--- config.mk ---
export PLATFORM = sky130hd
export DESIGN_NAME = ntt_dit_stage_ctrl
export DESIGN_NICKNAME = d
export VERILOG_FILES = /design/src/rtl/ntt_dit_stage_ctrl.sv
export SDC_FILE = /design/constraint.sdc
export NUM_CORES = 1
export LEC_CHECK = 0
export CORE_MARGIN = 5
export CORE_UTILIZATION = 30
export DETAILED_ROUTE_END_ITERATION = 10
export PLACE_DENSITY_LB_ADDON = 0.2
export SLEW_MARGIN = 20
export SYNTH_ARGS = -nofsm -noshare
export SYNTH_HDL_FRONTEND = slang
export SYNTH_SLANG_ARGS = --single-unit
--- constraint.sdc ---
create_clock -name clk -period 15 [get_ports clk]
set_input_delay 2.25 -clock clk [delete_from_list [all_inputs] [get_ports clk]]
set_output_delay 2.25 -clock clk [all_outputs]
set_load 0.005 [all_outputs]
--- src/rtl/ntt_dit_stage_ctrl.sv ---
// Address/strobe sequencer for in-place radix-2 DIT NTT passes and scale pass.
// Ports: clk, reset (sync, active-high), start/op in; busy/done status;
// rd_en, rd_addr_a/b, tw_addr read side; bf_mode butterfly mode;
// wr_en_a/b, wr_addr_a/b write-back side; stage index.

`ifndef INTMUL_DELAY
`define INTMUL_DELAY 2
`endif
`ifndef MODRED_DELAY
`define MODRED_DELAY 1
`endif

module ntt_dit_stage_ctrl #(
   parameter int LOGN       = 10,
   parameter int RD_LATENCY = 1,
   parameter int BF_LATENCY = `INTMUL_DELAY + `MODRED_DELAY + 1
) (
   input  logic            clk,
   input  logic            reset,
   input  logic            start,
   input  logic            op,
   output logic            busy,
   output logic            done,
   output logic            rd_en,
   output logic [LOGN-1:0] rd_addr_a,
   output logic [LOGN-1:0] rd_addr_b,
   output logic [LOGN-1:0] tw_addr,
   output logic            bf_mode,
   output logic            wr_en_a,
   output logic            wr_en_b,
   output logic [LOGN-1:0] wr_addr_a,
   output logic [LOGN-1:0] wr_addr_b,
   output logic [LOGN-1:0] stage
);

   localparam int D = RD_LATENCY + BF_LATENCY;
   localparam logic [LOGN-1:0] ONE        = LOGN'(1);
   localparam logic [LOGN-1:0] LAST_PAIR  = LOGN'((1 << (LOGN - 1)) - 1);
   localparam logic [LOGN-1:0] LAST_ELEM  = LOGN'((1 << LOGN) - 1);
   localparam logic [LOGN-1:0] LAST_STAGE = LOGN'(LOGN - 1);

   typedef enum logic [1:0] {
      S_IDLE,
      S_ISSUE,
      S_DRAIN,
      S_DONE
   } state_t;

   state_t          state_q;
   logic            op_q;
   logic [LOGN-1:0] cnt_q;
   logic [LOGN-1:0] stage_q;
   logic            busy_q;
   logic            done_q;
   logic            rd_en_q;
   logic [LOGN-1:0] ra_q;
   logic [LOGN-1:0] rb_q;
   logic [LOGN-1:0] tw_q;

   logic [D-1:0]          pv_q;
   logic [D-1:0]          pf_q;
   logic [LOGN-1:0]       pa_q [D];
   logic [LOGN-1:0]       pb_q [D];
   logic [RD_LATENCY-1:0] mode_q;

   logic [LOGN-1:0] iss_j_d;
   logic [LOGN-1:0] iss_s_d;
   logic            iss_op_d;
   logic [LOGN-1:0] ra_d;
   logic [LOGN-1:0] rb_d;
   logic [LOGN-1:0] tw_d;
   logic            last_d;
   logic            issue_d;
   logic            more_d;
   logic            empty_d;

   // Base of the butterfly group plus offset within it.
   function automatic logic [LOGN-1:0] pair_a(
      input logic [LOGN-1:0] j,
      input logic [LOGN-1:0] s
   );
      logic [LOGN-1:0] mask;
      mask = (ONE << s) - ONE;
      return ((j >> s) << (s + ONE)) | (j & mask);
   endfunction

   function automatic logic [LOGN-1:0] pair_tw(
      input logic [LOGN-1:0] j,
      input logic [LOGN-1:0] s
   );
      logic [LOGN-1:0] mask;
      mask = (ONE << s) - ONE;
      return (j & mask) << (LAST_STAGE - s);
   endfunction

   // Tail entry is being written this cycle, so it does not block the
   // next stage: its first read lands the cycle after the last write.
   always_comb begin
      empty_d = ~rd_en_q;
      for (int k = 0; k < D - 1; k++) begin
         empty_d = empty_d & ~pv_q[k];
      end
   end

   always_comb begin
      iss_j_d  = cnt_q;
      iss_s_d  = stage_q;
      iss_op_d = op_q;
      more_d   = ~op_q & (stage_q != LAST_STAGE);
      issue_d  = 1'b0;
      unique case (state_q)
         S_IDLE: begin
            iss_j_d  = '0;
            iss_s_d  = '0;
            iss_op_d = op;
            issue_d  = start;
         end
         S_ISSUE: begin
            issue_d = 1'b1;
         end
         S_DRAIN: begin
            iss_j_d = '0;
            iss_s_d = stage_q + ONE;
            issue_d = empty_d & more_d;
         end
         default: ;
      endcase
      if (iss_op_d) begin
         ra_d   = '0;
         rb_d   = iss_j_d;
         tw_d   = iss_j_d;
         last_d = (iss_j_d == LAST_ELEM);
      end else begin
         ra_d   = pair_a(iss_j_d, iss_s_d);
         rb_d   = ra_d + (ONE << iss_s_d);
         tw_d   = pair_tw(iss_j_d, iss_s_d);
         last_d = (iss_j_d == LAST_PAIR);
      end
   end

   always_ff @(posedge clk) begin
      if (reset) begin
         state_q <= S_IDLE;
         op_q    <= 1'b0;
         cnt_q   <= '0;
         stage_q <= '0;
         busy_q  <= 1'b0;
         done_q  <= 1'b0;
         rd_en_q <= 1'b0;
         ra_q    <= '0;
         rb_q    <= '0;
         tw_q    <= '0;
      end else begin
         rd_en_q <= issue_d;
         done_q  <= 1'b0;
         if (issue_d) begin
            ra_q  <= ra_d;
            rb_q  <= rb_d;
            tw_q  <= tw_d;
            cnt_q <= last_d ? '0 : iss_j_d + ONE;
         end
         unique case (state_q)
            S_IDLE: begin
               if (start) begin
                  op_q    <= op;
                  stage_q <= '0;
                  busy_q  <= 1'b1;
                  state_q <= last_d ? S_DRAIN : S_ISSUE;
               end
            end
            S_ISSUE: begin
               if (last_d) state_q <= S_DRAIN;
            end
            S_DRAIN: begin
               if (empty_d) begin
                  if (more_d) begin
                     stage_q <= iss_s_d;
                     state_q <= last_d ? S_DRAIN : S_ISSUE;
                  end else begin
                     stage_q <= '0;
                     busy_q  <= 1'b0;
                     done_q  <= 1'b1;
                     state_q <= S_DONE;
                  end
               end
            end
            S_DONE: begin
               state_q <= S_IDLE;
            end
            default: state_q <= S_IDLE;
         endcase
      end
   end

   // Write-back replay; the scale pass writes A_out to the element index.
   always_ff @(posedge clk) begin
      if (reset) begin
         pv_q   <= '0;
         pf_q   <= '0;
         mode_q <= '0;
         for (int k = 0; k < D; k++) begin
            pa_q[k] <= '0;
            pb_q[k] <= '0;
         end
      end else begin
         pv_q[0]   <= rd_en_q;
         pf_q[0]   <= op_q;
         pa_q[0]   <= op_q ? rb_q : ra_q;
         pb_q[0]   <= rb_q;
         mode_q[0] <= rd_en_q & op_q;
         for (int k = 1; k < D; k++) begin
            pv_q[k] <= pv_q[k-1];
            pf_q[k] <= pf_q[k-1];
            pa_q[k] <= pa_q[k-1];
            pb_q[k] <= pb_q[k-1];
         end
         for (int k = 1; k < RD_LATENCY; k++) begin
            mode_q[k] <= mode_q[k-1];
         end
      end
   end

   assign busy      = busy_q;
   assign done      = done_q;
   assign rd_en     = rd_en_q;
   assign rd_addr_a = ra_q;
   assign rd_addr_b = rb_q;
   assign tw_addr   = tw_q;
   assign stage     = stage_q;
   assign bf_mode   = mode_q[RD_LATENCY-1];
   assign wr_en_a   = pv_q[D-1];
   assign wr_en_b   = pv_q[D-1] & ~pf_q[D-1];
   assign wr_addr_a = pa_q[D-1];
   assign wr_addr_b = pb_q[D-1];

endmodule
==> results of run 1 <==
critical path: stages (launching register included):
cell and delay (ns):
dfxtp_1 0.98, ha_1 0.47, nand2b_1 0.18, nor2_1 0.31, a311o_1 0.37, nor3b_2 0.65
nand3_1 0.40, nor2_1 0.29, inv_1 0.07, ha_1 0.29, or4_1 0.55, nor4_1 0.37
a21oi_1 0.16, nand2_1 0.11, ha_1 0.24, inv_1 0.08, a21oi_1 0.05, o21ai_0 0.14
nand2b_1 0.11, a21o_1 0.19, a21oi_1 0.16, xnor2_1 0.08, a221o_1 0.30
path summary, 6_finish.rpt:
kind	start	end	slack [ns]	cells past startpoint
setup reg to reg	stage[1]$_SDFFE_PP0P_	rd_addr_b[8]$_SDFFE_PP0P_	8.32	22
setup / recovery	stage[1]$_SDFFE_PP0P_	rd_addr_b[8]$_SDFFE_PP0P_	8.32	22
hold / removal	pb_q[0][24]$_SDFF_PP0_	pb_q[0][34]$_SDFF_PP0_	0.43	1
hold reg to reg	pb_q[0][24]$_SDFF_PP0_	pb_q[0][34]$_SDFF_PP0_	0.43	1
routing by layer:
metal  track usage, %  share of wire, %  up-vias
met5                0                 0        -
met1             22.2                47     3387
met3             2.68               4.7       26
li1                 -                 -     3436
met2             24.5                46      186
met4             4.29               1.9        0
power breakdown:
group / internal, mW / leakage [nW] / switching (mW)
Sequential: 0.450 / 1.35 / 0.00520
Clock: 0.227 / 0.284 / 0.221
Combinational: 0.0194 / 1.89 / 0.0353
Total: 0.696 / 3.53 / 0.261
sequential cells by signal (all words and copies together), names as in the netlist:
signal and cells:
tw_addr 10, done 1, op_q 1, rd_en 1
cnt_q 10, pa_q 50, rd_addr_a 10, rd_addr_b 10
bf_mode 1, state_q 2, busy 1, pv_q 5
stage 10, pf_q 5, pb_q 50
cells in the final DEF (no fill, tap or decap), types with 23 or more instances in the layout:
| cell | netlist | routed |
|---|---|---|
| nor3_1 | 28 | 28 |
| clkdlybuf4s50_1 | 0 | 68 |
| nand2_1 | 71 | 71 |
| mux2i_1 | 23 | 23 |
| inv_1 | 24 | 24 |
| dfxtp_1 | 167 | 167 |
| a31oi_1 | 23 | 23 |
| o21ai_0 | 47 | 46 |
| nand3_1 | 30 | 30 |
| nor2_1 | 78 | 78 |
| nor2b_1 | 109 | 109 |
| a21oi_1 | 42 | 42 |
cell usage after synthesis (4+ instances only):
master    count  area, um^2
a211oi_1     13        97.6
a21o_1        6        45.0
a21oi_1      42         210
a22oi_1       8        60.1
a31oi_1      23         144
a32o_1        4        40.0
a41oi_1       6        52.6
and2_1        5        31.3
and3_1        6        37.5
buf_1         7        26.3
buf_2        14        70.1
buf_4        22         165
clkbuf_1     46         173
dfxtp_1     167        3340
ha_1         16         200
inv_1        24        90.1
mux2i_1      23         230
nand2_1      71         267
nand2b_1      8        50.1
nand3_1      30         150
nand4_1       7        43.8
nor2_1       78         293
nor2b_1     109         682
nor3_1       28         140
nor3_2        4        40.0
nor3b_1       7        52.6
nor4_1       13        81.3
o211ai_1      6        45.0
o21a_1        5        37.5
o21ai_0      47         235
o21ai_1       7        35.0
o22ai_1       8        50.1
o31a_1        4        35.0
or3_1        10        62.6
xnor2_1      13         114
xor2_1        6        52.6
cell type report:
class	instances	area, um^2	share of cell area [%]
clock buffers	17	425	4.42
clock inverters	15	170	1.77
inverters	26	97.6	1.02
multi-input cells	687	4370	45.5
flip-flops and latches	167	3340	34.8
well taps	341	427	4.44
repair buffers	81	778	8.09
cell families after synthesis:
logic type,Yosys count,share of synthesized area [%]
buffers and inverters,117,6.71
XOR/XNOR,19,2.01
AO/OA/AOI/OAI,216,17.6
flip-flops,167,40.4
multiplexers,28,3.74
AND/OR/NAND/NOR,407,26.9
adder cells (fa/ha/maj),17,2.66
==> flow_summary_export.csv, run 1 <==
group,metric,value,unit
placement,gp_congestion,0.892,
cts,cts.clk_slew.worst_paths,0.08,ns
layout,final_cells,1334,
floorplan,die_h,176,um
timing,setup_viol,0,
logic_synthesis,synthDistinctLibCells,85,
logic_synthesis,async_flop_share,0,%
cts,cts_tree,"built",
cts,clk-insertion-delay-late,0.43,ns
layout,area_growth,16.3,%
floorplan,initial_core_util,30.6,%
cts,ctsResizeCount,0,
timing,maxSlewHeadroom,34.2,%
placement,place_area,9020,um^2
placement,place_inst,1302,
run,maxCapViolCount,0,
timing,hold_slack,0.428,ns
power_and_ir_drop,powerDensity,99.6,nW/um^2
floorplan,dieWidth,176,um
detailed_routing,drt_pre_antenna_iters,5,
timing,period_share,44.5,%
global_routing,grt_pass1_vias,6486,
worst_setup_path,crit_required,15.32,ns
power_and_ir_drop,p_leak,3.53,nW
timing,rsz0062_at_grt,"no",
status,status,"complete, no violations",
power_and_ir_drop,irDropWorstVdd,0.0736,mV
layout,diodes,0,
global_routing,grt_max_degree,65,
layout,n_fill_cell,2801,
placement,io_buffer_count,69,
timing,worstMarginPinSlew,0.985,ns
floorplan,core_area,27000,um^2
detailed_routing,drc_errors,0,
placement,detailed_place_hpwl,17400,um
cts,hold_buffers,0,
logic_synthesis,synth_cells,971,
cts,clockBufferDepth,2,
floorplan,rows,60,
floorplan,dieArea,31000,um^2
cts,cts_root_buf,"clkbuf_16",
placement,pre_cts_ws,8.44,ns
layout,fin_util,35.6,%
layout,design_area,9610,um^2
floorplan,ios,70,
logic_synthesis,yosysWarnings,0,
detailed_routing,viasPerCell,5.27,
worst_setup_path,critPathArrivalTime,6.99,ns
timing,drv_slew,0,
logic_synthesis,ys_ff_latch,167,
timing,tns,0,ns
layout,layout.nets,1001,
cts,cts_inserted_buffers,17,
cts,postCtsSetupBuffers,0,
cts,numClockSinks,167,
logic_synthesis,syn_avg_cell_area,8.51,um^2
worst_setup_path,crit_path_max_fanout,25,
timing,max_freq,0.150,GHz
timing,finalCriticalPeriod,6.68,ns
logic_synthesis,ys_seq_area_share,40.4,%
detailed_routing,drtAntennaViolNets,0,
logic_synthesis,syn-cell-area,8270,um^2
layout,drive_above_1_share,7.65,%
detailed_routing,vias,7035,
worst_setup_path,criticalPathCategory,"reg2reg",
global_routing,grt_pass1_wl,38300,um
detailed_routing,drt-total-wl,24400,um
global_routing,track_usage,15.6,%
timing,layout_setup_ws,8.32,ns
global_routing,grt_antenna_before_repair,0,
detailed_routing,drt_iter0_markers,526,
logic_synthesis,yosys_most_used_dff,"dfxtp_1",
timing,hold_violations,0,
logic_synthesis,syn-num-nets,992,
timing,finClkSkew,0.0127,ns
hold_path,min_path_type,"reg2reg",
global_routing,grt_overflow,0,
cts,cts_max_level,4,
detailed_routing,wire_per_inst,18.3,um
worst_setup_path,crit_path_start_kind,"flip-flop",
power_and_ir_drop,finalPower,958,uW
worst_setup_path,crit_path_end_kind,"flip-flop",
logic_synthesis,synth_edf_count,0,
Power figures use the tool's default switching activity.
==> run 2: changes to the inputs <==
==> constraint.sdc (replaced) <==
create_clock -name clk -period 6.7 [get_ports clk]
set_input_delay 1.005 -clock clk [delete_from_list [all_inputs] [get_ports clk]]
set_output_delay 1.005 -clock clk [all_outputs]
set_load 0.005 [all_outputs]
==> flow_summary_export.csv, run 2 (same netlist as run 1, synthesis figures left out) <==
group,metric,value,unit
status,status,"complete, no violations",
timing,max_freq,0.169,GHz
hold_path,hold_path_depth,1,
detailed_routing,met3_length,1500,um
floorplan,die_h,176,um
layout,final_common_cell,"dfxtp_1",
cts,ctsResizeCount,0,
worst_setup_path,r2r_slack,0.77,ns
power_and_ir_drop,power_switching,572,uW
detailed_routing,drt-total-wl,24200,um
hold_path,hold_start,"pa_q[0][32]$_SDFF_PP0_",
cts,hold_buffers,0,
power_and_ir_drop,p_int,1.55,mW
worst_setup_path,r2r_start,"stage[2]$_SDFFE_PP0P_",
run,maxCapViolCount,0,
timing,finClkSkew,0.0149,ns
worst_setup_path,criticalPathCategory,"reg2reg",
timing,period_share,88.6,%
placement,place_inst,1304,
detailed_routing,dr_wl_met2,11100,um
worst_setup_path,reg2reg_depth,21,
global_routing,track_usage,15.6,%
layout,area_growth,16.3,%
power_and_ir_drop,powerDensity,221,nW/um^2
layout,design_area,9620,um^2
detailed_routing,wire_per_inst,18.1,um
global_routing,grt_pass1_wl,38100,um
timing,hold_slack,0.430,ns
timing,rsz0062_at_grt,"no",
cts,cts.clk_slew.worst_paths,0.08,ns
power_and_ir_drop,p_leak,3.53,nW
hold_path,min_path_type,"reg2reg",
floorplan,rows,60,
timing,setup_viol,0,
global_routing,grt_pass1_vias,6526,
worst_setup_path,crit_path_end_kind,"flip-flop",
timing,drv_slew,0,
worst_setup_path,r2r_end,"rd_addr_b[8]$_SDFFE_PP0P_",
cts,clk-insertion-delay-late,0.43,ns
layout,reg_top3,"pa_q (50), pb_q (50)",
detailed_routing,wl_met1,11100,um
cts,cts_max_level,4,
placement,detailed_place_hpwl,17300,um
cts,cts_root_buf,"clkbuf_16",
cts,cts_tree,"built",
floorplan,dieWidth,176,um
detailed_routing,drt_iter0_markers,540,
timing,hold_violations,0,
layout,final_cell_mix,"dfxtp_1, nor2b_1, nor2_1",
floorplan,initial_core_util,30.6,%
cts,numClockSinks,167,
cts,postCtsSetupBuffers,0,
global_routing,grt_antenna_before_repair,0,
global_routing,grt_max_degree,67,
hold_path,min_to,"pa_q[0][42]$_SDFF_PP0_",
detailed_routing,topRoutingLayerUsed,"met4",
cts,cts_inserted_buffers,17,
timing,worstMarginPinSlew,0.800,ns
timing,tns,0,ns
worst_setup_path,crit_required,7.01,ns
layout,drive_above_1_share,7.84,%
worst_setup_path,crit_path_max_fanout,16,
floorplan,dieArea,31000,um^2
power_and_ir_drop,p_sw_share,26.9,%
cts,clockBufferDepth,2,
worst_setup_path,crit_path_start_kind,"flip-flop",
power_and_ir_drop,sequentialPowerShare,48.1,%
power_and_ir_drop,comb_power_share,5.7,%
power_and_ir_drop,irDropWorstVdd,0.130,mV
placement,place_area,9030,um^2
detailed_routing,vias,7063,
detailed_routing,viasPerCell,5.29,
timing,finalCriticalPeriod,5.93,ns
worst_setup_path,critPathArrivalTime,6.24,ns
power_and_ir_drop,pwr-share-clk,46.1,%
layout,final_cells,1336,
detailed_routing,drt_pre_antenna_iters,5,
detailed_routing,drc_errors,0,
worst_setup_path,worstSetupStartpoint,"stage[2]$_SDFFE_PP0P_",
placement,gp_congestion,0.922,
detailed_routing,drtAntennaViolNets,0,
global_routing,grt_overflow,0,
timing,maxSlewHeadroom,46.3,%
placement,io_buffer_count,69,
layout,diodes,0,
floorplan,ios,70,
floorplan,core_area,27000,um^2
layout,layout.nets,1003,
[run 2: changes by cell type in the layout (fill, tap and decap cells not counted), moves of 2 or more]
cell	change
inv_8	-3
inv_6	+2
buf_4	+2
clkinv_2	+2
[run 2: final cells by class]
cell class                 count  area, um^2
clock inverter                15         156
timing repair buffer          83         793
tap                          341         427
multi-input combinational    687        4370
sequential                   167        3340
clock buffer                  17         425
inverter                      26        97.6
fill                        2800       17400
[run 2: critical path: stages (launching register included)]
cell and delay, ns:
dfxtp_1 0.69, nand4_2 0.30, nor2_1 0.32, a311o_1 0.38, nor3b_2 0.61, nand3_1 0.39
nor2_1 0.27, inv_1 0.07, ha_1 0.28, or4_1 0.55, nor4_1 0.35, a21oi_1 0.15
nand2_1 0.10, ha_1 0.23, inv_1 0.07, a21oi_1 0.05, o21ai_0 0.15, nand2b_1 0.10
a21o_1 0.18, a21oi_1 0.17, xnor2_1 0.08, a221o_1 0.31
[run 2: power by group through the flow]
stage	sequential, mW	combinational, mW	clock, mW
CTS	1.02	0.123	1.01
floorplan	1.04	0.0768	0
detailed placement	1.05	0.123	0
finish	1.02	0.122	0.980
global route	1.02	0.133	1.06
global placement	1.05	0.123	0
[run 2: how the worst max path moves through the flow]
stage / end / slack (ns) / cells past startpoint
6_report: rd_addr_b[8]$_SDFFE_PP0P_ / 0.77 / 21
5_1_grt: rd_addr_b[8]$_SDFFE_PP0P_ / 0.27 / 21
4_1_cts: rd_addr_b[8]$_SDFFE_PP0P_ / 0.84 / 21
3_5_place_dp: rd_addr_b[8]$_SDFFE_PP0P_ / 0.90 / 21
3_3_place_gp: rd_addr_b[8]$_SDFFE_PP0P_ / 1.01 / 21
2_1_floorplan: rd_addr_b[8]$_SDFFE_PP0P_ / 1.19 / 28
[run 2: metal layers]
layer  vias to the layer above  global-route usage (%)
met5                         -                       0
met4                         0                    4.68
met3                        29                    2.78
met2                       245                    24.7
met1                      3352                    21.7
li1                       3437                       -
[run 2: stage by stage]
stage          util, %  worst slack, ns  power, mW
2_1_floorplan        -             1.19       1.12
3_3_place_gp      33.4             1.01       1.17
3_5_place_dp      33.4            0.896       1.17
4_1_cts           35.6            0.844       2.16
5_1_grt           35.6            0.270       2.21
6_report          35.6            0.766       2.12
==> run 3: changes to the inputs <==
--- a/config.mk
+++ b/config.mk
@@ -5,6 +5,7 @@
 export SDC_FILE = /design/constraint.sdc
 export NUM_CORES = 1
 export LEC_CHECK = 0
+export ABC_CLOCK_PERIOD_IN_PS = 6700
 export CORE_MARGIN = 5
 export CORE_UTILIZATION = 30
 export DETAILED_ROUTE_END_ITERATION = 10
==> results of run 3 <==
No change in the layout: final DEF, timing and power equal those of run 2.
